<file path="src/rtl/sd_cmd_tx.sv">
// sd_cmd_tx: serializes a 48-bit SD command token with on-the-fly CRC7, one bit per card-clock tick
module sd_cmd_tx #(
  parameter int NCC_BITS = 8
) (
  input  logic        ex_clk,
  input  logic        ex_resetn,
  input  logic        sd_clk_tick,
  input  logic        start,
  input  logic [5:0]  cmd_index,
  input  logic [31:0] arg,
  output logic        cmd_out,
  output logic        cmd_oe,
  output logic        busy,
  output logic        done
);
  localparam int CW = (NCC_BITS > 64) ? $clog2(NCC_BITS) : 6;
  typedef enum logic [2:0] {S_IDLE, S_LOAD_WAIT, S_DATA, S_CRC, S_END, S_GAP} state_t;
  state_t        state;
  logic [39:0]   sr;
  logic [6:0]    crc;
  logic [CW-1:0] cnt;
  function automatic logic [6:0] crc_step(input logic [6:0] c, input logic b);
    logic fb;
    fb = b ^ c[6];
    return {c[5:3], c[2] ^ fb, c[1:0], fb};
  endfunction
  always_ff @(posedge ex_clk or negedge ex_resetn) begin
    if (!ex_resetn) begin
      state   <= S_IDLE;
      sr      <= '0;
      crc     <= '0;
      cnt     <= '0;
      cmd_out <= 1'b1;
      cmd_oe  <= 1'b0;
      busy    <= 1'b0;
      done    <= 1'b0;
    end else begin
      done <= 1'b0;
      case (state)
        S_IDLE: if (start) begin
          sr    <= {2'b01, cmd_index, arg};
          crc   <= '0;
          cnt   <= '0;
          busy  <= 1'b1;
          state <= S_LOAD_WAIT;
        end
        S_LOAD_WAIT: if (sd_clk_tick) begin
          cmd_oe  <= 1'b1;
          cmd_out <= sr[39];
          crc     <= crc_step(crc, sr[39]);
          sr      <= {sr[38:0], 1'b0};
          cnt     <= CW'(1);
          state   <= S_DATA;
        end
        S_DATA: if (sd_clk_tick) begin
          if (cnt == CW'(40)) begin
            cmd_out <= crc[6];
            crc     <= {crc[5:0], 1'b0};
            cnt     <= CW'(1);
            state   <= S_CRC;
          end else begin
            cmd_out <= sr[39];
            crc     <= crc_step(crc, sr[39]);
            sr      <= {sr[38:0], 1'b0};
            cnt     <= cnt + CW'(1);
          end
        end
        S_CRC: if (sd_clk_tick) begin
          if (cnt == CW'(7)) begin
            cmd_out <= 1'b1;
            state   <= S_END;
          end else begin
            cmd_out <= crc[6];
            crc     <= {crc[5:0], 1'b0};
            cnt     <= cnt + CW'(1);
          end
        end
        S_END: if (sd_clk_tick) begin
          cmd_oe  <= 1'b0;
          cmd_out <= 1'b1;
          cnt     <= '0;
          if (NCC_BITS == 0) begin
            done  <= 1'b1;
            busy  <= 1'b0;
            state <= S_IDLE;
          end else begin
            state <= S_GAP;
          end
        end
        S_GAP: if (sd_clk_tick) begin
          if (cnt == CW'(NCC_BITS - 1)) begin
            done  <= 1'b1;
            busy  <= 1'b0;
            state <= S_IDLE;
          end else begin
            cnt <= cnt + CW'(1);
          end
        end
        default: state <= S_IDLE;
      endcase
    end
  end
endmodule

</file>
<file path="config.mk">
export PLATFORM = sky130hd
export DESIGN_NAME = sd_cmd_tx
export DESIGN_NICKNAME = d
export VERILOG_FILES = /design/src/rtl/sd_cmd_tx.sv
export SDC_FILE = /design/constraint.sdc
export NUM_CORES = 1
export LEC_CHECK = 0
export CAP_MARGIN = 20
export CORE_MARGIN = 1.5
export CORE_UTILIZATION = 25
export DETAILED_ROUTE_END_ITERATION = 12
export GPL_TIMING_DRIVEN = 0
export PLACE_DENSITY_LB_ADDON = 0.05
export RECOVER_POWER = 50
export SLEW_MARGIN = 20
export SYNTH_ARGS = -nofsm -noshare
export SYNTH_HDL_FRONTEND = slang
export SYNTH_SLANG_ARGS = --single-unit
</file>
<file path="constraint.sdc">
create_clock -name ex_clk -period 3.6 [get_ports ex_clk]
set_clock_uncertainty 0.1 [all_clocks]
set_input_delay 0.72 -clock ex_clk [delete_from_list [all_inputs] [get_ports ex_clk]]
set_output_delay 0.72 -clock ex_clk [all_outputs]
set_load 0.01 [all_outputs]
</file>
======== Word-level counts from Yosys, hierarchy flattened ========
Index checks and enable logic that the tools add are counted.
storage, ports and cells
  input bits .............................. 42
  bits in registers ....................... 60
  output and inout bits ................... 4
  logic and storage cells ................. 92
operators by class
  bitwise operators ....................... 2
  $add $sub $neg .......................... 1
  multiplexer cells ....................... 46
  reductions and logical operators ........ 15
  equality and inequality tests ........... 20
operators by type and width
  operator                                                         count
  40-bit two-way mux                                               4
  40-bit case mux with 3 select lines                              1
  6-bit two-way mux                                                7
  7-bit two-way mux                                                5
  6-bit case mux with 5 select lines                               1
  7-bit case mux with 4 select lines                               1
  3-bit two-way mux                                                9
  2-bit inequality test, second input constant                     12
  3-bit case mux with 6 select lines                               1
  1-bit two-way mux                                                13
  5-bit AND reduction                                              2
  9-bit AND reduction                                              1
  4-bit nonzero test                                               2
  7-bit AND reduction                                              1
  6-bit by 1-bit adder with 6-bit output, second input constant    1
  3-bit by 2-bit == test with 1-bit output, second input constant  2
  3-bit == test, second input constant                             2
  6-bit by 3-bit == test with 1-bit output, second input constant  1
  6-bit == test, second input constant                             1
  6-bit AND reduction                                              1
  5-bit nonzero test                                               1
  4-bit two-way mux                                                1
  1-bit case mux with 2 select lines                               2
  1-bit case mux with 4 select lines                               1
  9 further kinds                                                  11

======== Logic depth before layout (Yosys ltp) ========
Gate-level depths: netlist (run 1).
  depth after elaboration ................. 5
  gate-level depth with buffers ........... 8
  mapped depth without buffers ............ 7

======== Worst setup path after synthesis (run 1) ========
No wires, ideal clock.
  path type ............................... register to register
  start point ............................. register cnt[0]
  end point ............................... register sr[0]
  required time ........................... 3.368 ns
  arrival ................................. 1.591 ns
  path buffers ............................ 1
  setup slack ............................. 1.777 ns
  period minus slack after synthesis ...... 1.823 ns
  setup time .............................. 0.132 ns
  cell stages (with the launch flop) ...... 9
  cells stage by stage .................... dfrtp_1 > inv_1 > ha_1 > and4bb_1 > a211oi_1 > o21ai_2 > clkbuf_1 > nand2_1 > o21ai_1
between the ends
  longest elaborated chain between the ends .. 3
RTL lines
  element                          RTL line  text
  from (decl)                      21        logic [CW-1:0] cnt;
  from (signal assigned)           65        cnt <= cnt + CW'(1);
  from (signal assigned)           75        cnt <= cnt + CW'(1);
  from (signal assigned)           96        cnt <= cnt + CW'(1);
  6-bit == test                    56        if (cnt == CW'(40)) begin
  2-bit inequality test (no line)  n/a
  5-bit AND reduction (no line)    n/a
  to (signal assigned)             41        sr <= {2'b01, cmd_index, arg};
  to (signal assigned)             51        sr <= {sr[38:0], 1'b0};
  to (signal assigned)             64        sr <= {sr[38:0], 1'b0};
  to (decl)                        19        logic [39:0] sr;
No other way between the ends.
A chain may end at the register's enable or synchronous reset.

======== Final worst setup path (run 1) ========
  start point ............................. input port sd_clk_tick
  end point ............................... register sr[28]
between the ends
  longest elaborated chain between the ends .. 2
  elaborated cells on any way between the ends .. 3
  classes of those cells .................. eq/ne (2); reduce/logical (1)
RTL lines
  element                          RTL line  text
  from (decl)                      7         input logic sd_clk_tick,
  2-bit inequality test (no line)  n/a
  5-bit AND reduction (no line) *  n/a
Every way passes the cells marked *; elsewhere a longest branch is shown, timed or not.

==> metrics.md, run 1 <==
| Metric | Value |
|---|---|
| Outcome | `complete, no violations` |
| Count leader, synth | `nand2_1` |
| Die width | `114 µm` |
| Crit path kind | `in2reg` |
| DP Wirelength | `5310 µm` |
| Adder-Cell Fraction of Synth Area | `0.00817` |
| Worst EP required | `3680 ps` |
| Slew @ Worst Pin | `1290 ps` |
| Maxcap violations | `0` |
| Clock transition at path regs | `50 ps` |
| Synth warn | `0` |
| Final instance area | `4020 µm²` |
| Cell Area, Placed | `3720 µm²` |
| Clk buf depth | `2` |
| R2r endpoint | `sr[28]$_DFFE_PN0P_` |
| Min Tclk post-route | `2470 ps` |
| Xor-xnor portion of the synthesized cell area | `0.00572` |
| Crit path launch | `sd_clk_tick` |
| Crit path depth | `6` |
| Overall routing resource usage | `0.128` |
| Final period util | `0.687` |
| Mapped Area | `3060 µm²` |
| PostCTS Resize Cnt | `0` |
| Power Density | `907 nW/µm²` |
| Lkg Pwr | `1.71 nW` |
| Cell Rows | `40` |
| Synth Register Bits | `60` |
| Peak Freq | `0.405 GHz` |
| Fin util | `0.336` |
| Routed wire length | `7540 µm` |
| Post-Synth Simple-Gate Area | `0.157` |
| Vias in the first global route | `2,516` |
| Die Area | `12,900 µm²` |
| RSZ-0062 raised after global routing | `no` |
| CP max stage cell | `clkdlybuf4s50_1` |
| M3 GR Usage | `0.0260` |
| Worst-Skew Late Latency | `320 ps` |
| Max_slew headroom | `0.137` |
| Startpoint types | `primary input` |
| Crit path capture type | `flop` |
| Final net count | `424` |
| H-tree Lvls | `3` |
| WL/cell | `14.2 µm` |
| Cell family with most CP delay | `buffers and inverters` |
| Max FO, Critical Path | `10` |
| Antenna violations before repair | `0` |
| Post-CTS setup repair buffer count | `0` |
| Hold-fix buffers at CTS | `0` |
| Inserted Clock Buffers | `9` |
| Core area | `12,000 µm²` |
| First-pass GRT wire length | `12,900 µm` |
| Starting density of the core | `0.256` |
| Avg Inst Size Synth | `9.49 µm²` |
| M1 GR Usage | `0.165` |
| Share of layout cells above drive strength 1 | `0.0805` |
| Register area share after synthesis | `0.490` |
| GR peak layer | `met2` |
| Crit path cell chain | `clkdlybuf4s50_1 -> inv_1 -> a211oi_1 -> o21ai_2 -> clkbuf_1 -> o21ai_1` |
| Largest net degree at the start of global routing | `51` |
| Max IR drop VDD | `0.268 mV` |
| Mapped Cells | `323` |
| Hold Violations, Final | `0` |
| Area grow syn2layout | `31.0%` |
| Ports | `46` |
| Cell taking the most area after synthesis | `dfrtp_1` |
| Detail Route Antenna Nets | `0` |
| # port buffers | `45` |
| Worst EP arrival | `2550 ps` |
| GPL Wtd Cong | `0.762` |
| Reg2Reg Depth | `7` |
| Die Span Y | `114 µm` |
| Post-synth EDFFs | `0` |
| # DRC | `0` |
| Worst setup endpoint | `sr[28]$_DFFE_PN0P_` |
| Antenna diodes | `0` |
| Top post-synthesis cells by area | `dfrtp_1 48%, mux2i_1 12%, nand2_1 7.7%` |
| Sink Count | `60` |
| Synth top cells by count | `63 x nand2_1, 59 x dfrtp_1, 41 x o21ai_1` |
| Largest incremental delay on the critical path | `530 ps` |
| Grt met2 use | `0.207` |
| First-pass iteration count of the detailed router | `4` |
| Vias per inst | `4.65` |
| Number of distinct library cells after synthesis | `43` |
| Aggregate global routing overflow | `0` |
| CTS root buffer | `clkbuf_16` |
| Asr flop ratio synth | `1.00` |
| Top_reg_cell synth | `dfrtp_1` |
| Area fraction of the dominant cell type after synthesis | `0.482` |
| Worst Hold Class | `in2async` |
| Starting DRT DRC Count | `88` |
| CP bufs+invs | `3` |
| Post-synthesis mux area share | `0.125` |
| Placed cells | `516` |
| Count of final max-slew check failures | `0` |
| Setup tns final | `0 ps` |
| Finished Layout Cells | `532` |
| R2r setup slk | `1340 ps` |
| Vias | `2,472` |
| Main combinational cell family by area after synthesis | `compound AO/OA/AOI/OAI gates` |
| Worst hold slack | `296 ps` |
| Reg2reg start | `cnt[0]$_DFFE_PN0P_` |
| Setup Viol. Count Final | `0` |
| Mapped Nets | `367` |
| CTS tree | `done` |
| Synth Area in Compound Gates | `0.169` |
cell families (layout without fill, tap and decap cells):
group | after synthesis | count (layout)
buffers and inverters | 30 | 92
adders and majority gates | 2 | 2
AOI/OAI and AO/OA | 87 | 87
and+or+nand+nor | 104 | 104
DFF | 60 | 60
muxes | 38 | 38
xor gates and xnor gates | 2 | 2
layout by cell type (no fill, tap or decap), drive strengths merged, types with 6 or more instances in the layout:
cell           instances
a21oi                 12
buf                    9
clkbuf                25
clkdlybuf4s50         44
dfrtp                 59
inv                   10
mux2i                 37
nand2                 63
nand2b                 6
nand3                  9
nor2                   9
o21ai                 53
metrics by stage:
| stage | worst slack [ps] | power [mW] |
|---|---|---|
| final | 1130 | 3.64 |
| after detailed placement | 774 | 2.78 |
| after global placement | -622 | 2.77 |
| after floorplan | 1780 | 2.33 |
| after CTS | 1100 | 3.73 |
| after global routing | 917 | 3.98 |
worst register-to-register path: cells and delay by family, from the launching register on:
family / cells / cell delay [ps]
and+or+nand+nor: 1 / 260
DFF: 1 / 420
AOI/OAI and AO/OA: 3 / 640
adders and majority gates: 1 / 150
buffers and inverters: 2 / 560
worst min path at each step:
stage | endpoint | slack, ps | depth (start not counted)
floorplan | busy$_DFFE_PN0P_ | 320 | 0
global placement | crc[1]$_DFFE_PN0P_ | 370 | 2
detailed placement | crc[3]$_DFFE_PN0P_ | 370 | 2
CTS | state[0]$_DFFE_PN0P_ | 130 | 1
global route | state[0]$_DFFE_PN0P_ | 360 | 1
finish | state[0]$_DFFE_PN0P_ | 300 | 1
power breakdown:
part | total (mW) | internal (mW) | switching (mW)
combinational | 1.57 | 0.654 | 0.915
clock | 0.917 | 0.623 | 0.294
sequential | 1.15 | 0.976 | 0.178
total | 3.64 | 2.25 | 1.39
registers in the layout, indices dropped and copies added (netlist names):
| signal | count |
|---|---|
| sr | 40 |
| done | 1 |
| busy | 1 |
| state | 3 |
| cmd_out | 1 |
| crc | 7 |
| cnt | 6 |
| cmd_oe | 1 |
cell type report:
cell class / count / area, µm²
flip-flops and latches: 60 / 1500
repair buffers: 46 / 449
clock inverters: 4 / 72.6
well taps: 147 / 184
multi-input cells: 233 / 1420
plain buffers: 20 / 98.8
clock buffers: 12 / 246
fillers: 1258 / 7950
inverters: 10 / 37.5
layer usage:
layer  routed length [µm]  vias up
met2                 3670       44
met3                  280        4
met5                    0        -
met1                 3530     1175
met4                   66        0
li1                     -     1249
(Power assumes the default switching activity.)
==> inputs of run 2 (changes only) <==
==> constraint.sdc (replaced) <==
create_clock -name ex_clk -period 2.1 [get_ports ex_clk]
set_clock_uncertainty 0.1 [all_clocks]
set_input_delay 0.42 -clock ex_clk [delete_from_list [all_inputs] [get_ports ex_clk]]
set_output_delay 0.42 -clock ex_clk [all_outputs]
set_load 0.01 [all_outputs]
==> run 2 against run 1 <==
Largest power group unchanged; non-clock buffer count increased by 2; cell count increased by 0.38%; flip-flop and latch count unchanged; setup slack got worse by 1000 ps; critical endpoint is now cnt[0]$_DFFE_PN0P_; wire length increased by 0.69%; global-route usage about the same; core utilization increased by 0.98 points.
==> metrics.md, run 2 (synthesis gave the netlist of run 1 again) <==
| Metric | Value |
|---|---|
| Aggregate global routing overflow | `0 (unchanged)` |
| Maxcap violations | `0 (unchanged)` |
| Inserted Clock Buffers | `9 (unchanged)` |
| Worst Hold Class | `reg2reg (was in2async)` |
| Final instance area | `4130 µm² (was 4020 µm²)` |
| Sink Count | `60 (unchanged)` |
| Die Area | `12,900 µm² (unchanged)` |
| Power Density | `1560 nW/µm² (was 907 nW/µm²)` |
| DP Wirelength | `5310 µm (unchanged)` |
| Min Tclk post-route | `1970 ps` |
| Crit path capture type | `flop (unchanged)` |
| Share of layout cells above drive strength 1 | `0.132 (was 0.0805)` |
| Worst EP required | `2260 ps (was 3680 ps)` |
| Starting DRT DRC Count | `97 (was 88)` |
| GPL Wtd Cong | `0.762 (unchanged)` |
| WL/cell | `14.2 µm (about the same)` |
| Fin util | `0.346 (was 0.336)` |
| Largest net degree at the start of global routing | `51 (unchanged)` |
| First-pass iteration count of the detailed router | `4 (unchanged)` |
| Die width | `114 µm (unchanged)` |
| Final period util | `0.937` |
| Area grow syn2layout | `34.9% (was 31.0%)` |
| CTS tree | `done (unchanged)` |
| Worst hold slack | `375 ps (was 296 ps)` |
| H-tree Lvls | `3 (unchanged)` |
| Outcome | `complete, no violations (unchanged)` |
| Max FO, Critical Path | `5 (was 10)` |
| Final Total Pwr | `6.43 mW (was 3.64 mW)` |
| Most frequent cells in the layout | `62 x nand2_1, 59 x dfrtp_1, 42 x clkdlybuf4s50_1 (was 63 x nand2_1, 59 x dfrtp_1, 44 x clkdlybuf4s50_1)` |
| Clock transition at path regs | `50 ps (about the same)` |
| Top reg by flops | `sr (unchanged)` |
| Worst EP arrival | `2120 ps (was 2550 ps)` |
| Peak Freq | `0.508 GHz` |
| Ports | `46 (unchanged)` |
| Final net count | `426 (was 424)` |
| Routed wire length | `7590 µm (was 7540 µm)` |
| Top Registers | `sr (40), crc (7), cnt (6) (unchanged)` |
| # DRC | `0 (unchanged)` |
| Cell Area, Placed | `3720 µm² (unchanged)` |
| Antenna diodes | `0 (unchanged)` |
| Core area | `12,000 µm² (unchanged)` |
| Startpoint types | `flop (was primary input)` |
| Antenna violations before repair | `0 (unchanged)` |
| DP Worst Slack | `-426 ps (was 774 ps)` |
| Final setup margin | `132 ps (was 1130 ps)` |
| Vias | `2,466 (was 2,472)` |
| Count of final max-slew check failures | `0 (unchanged)` |
| RSZ-0062 raised after global routing | `no (unchanged)` |
| Die Span Y | `114 µm (unchanged)` |
| Cell Rows | `40 (unchanged)` |
| Overall routing resource usage | `0.127 (was 0.128)` |
| Hold Violations, Final | `0 (unchanged)` |
| Starting density of the core | `0.256 (unchanged)` |
| Commonest non-fill, non-tap cell in the layout | `nand2_1 (unchanged)` |
| Detail Route Antenna Nets | `0 (unchanged)` |
| R2r setup slk | `130 ps (was 1340 ps)` |
| Vias in the first global route | `2,509 (was 2,516)` |
| Max_slew headroom | `0.482 (was 0.137)` |
| # port buffers | `45 (unchanged)` |
| Clk buf depth | `2 (unchanged)` |
| Vias per inst | `4.62 (was 4.65)` |
| Max reg flops | `40 (unchanged)` |
| Setup Viol. Count Final | `0 (unchanged)` |
| Slew @ Worst Pin | `777 ps (was 1290 ps)` |
| Lkg Pwr | `1.77 nW (was 1.71 nW)` |
| Max IR drop VDD | `0.473 mV (was 0.268 mV)` |
| CTS root buffer | `clkbuf_16 (unchanged)` |
| Worst-Skew Late Latency | `320 ps (about the same)` |
| Crit path kind | `reg2reg (was in2reg)` |
| First-pass GRT wire length | `12,900 µm (about the same)` |
==> run 2: cell count changes in the layout (fill, tap and decap cells not counted), sizes merged <==
cell	delta
buf	+6
clkbuf	-5
dlygate4sd3	+3
clkdlybuf4s50	-2
==> run 2: final timing paths <==
kind / endpoint / cells after the start / from
setup / recovery: cnt[0]$_DFFE_PN0P_ / 7 / cnt[0]$_DFFE_PN0P_
hold / removal: crc[3]$_DFFE_PN0P_ / 2 / crc[3]$_DFFE_PN0P_
setup reg to reg: cnt[0]$_DFFE_PN0P_ / 7 / cnt[0]$_DFFE_PN0P_
hold reg to reg: crc[3]$_DFFE_PN0P_ / 2 / crc[3]$_DFFE_PN0P_
max in group asynchronous: cmd_out$_DFFE_PN1P_ / 3 / ex_resetn
min in group asynchronous: state[0]$_DFFE_PN0P_ / 2 / ex_resetn
==> run 2: what timing repair did <==
item | 4_1_cts | 5_1_grt
setup endpoints to repair | 41 | 48
gates resized for setup | 10 | 20
hold endpoints to repair | 10 | 0
hold buffers | 1 | 0
pin swaps | 1 | 1
buffers inserted | 1 | 0
==> run 2: metal layers <==
metal  share of wire  GRT usage  routed length, µm  up-vias
li1                -          -                  -     1255
met1            0.48      0.166               3620     1169
met2            0.48      0.206               3660       38
met3           0.033     0.0255                250        4
met4          0.0087     0.0550                 66        0
met5               0          0                  0        -
==> run 2: through the flow <==
stage          TNS (ps)  std cells
3_3_place_gp    -123960        515
4_1_cts            -119        534
5_1_grt               0        534
2_1_floorplan         0        323
6_report              0        534
3_5_place_dp     -16410        516
==> run 2: layout make-up <==
| type | instances | area [µm²] |
|---|---|---|
| sequential | 60 | 1500 |
| buffer | 20 | 121 |
| inverter | 10 | 37.5 |
| timing repair buffer | 48 | 502 |
| multi-input combinational | 233 | 1470 |
| fill | 1253 | 7830 |
| clock inverter | 4 | 72.6 |
| tap | 147 | 184 |
| clock buffer | 12 | 246 |
==> run 2: report_power, final <==
part           internal [mW]  switching, mW
clock                   1.07          0.508
combinational           1.26           1.61
sequential              1.67          0.311
total                   4.00           2.43
==> run 2: critical path, cell delays in order (launching register included) <==
cell      delay, ps
dfrtp_1         440
inv_2           110
ha_1            140
and4bb_1        290
nand2_2         140
or4_1           490
o221ai_1         80
or2_1           130
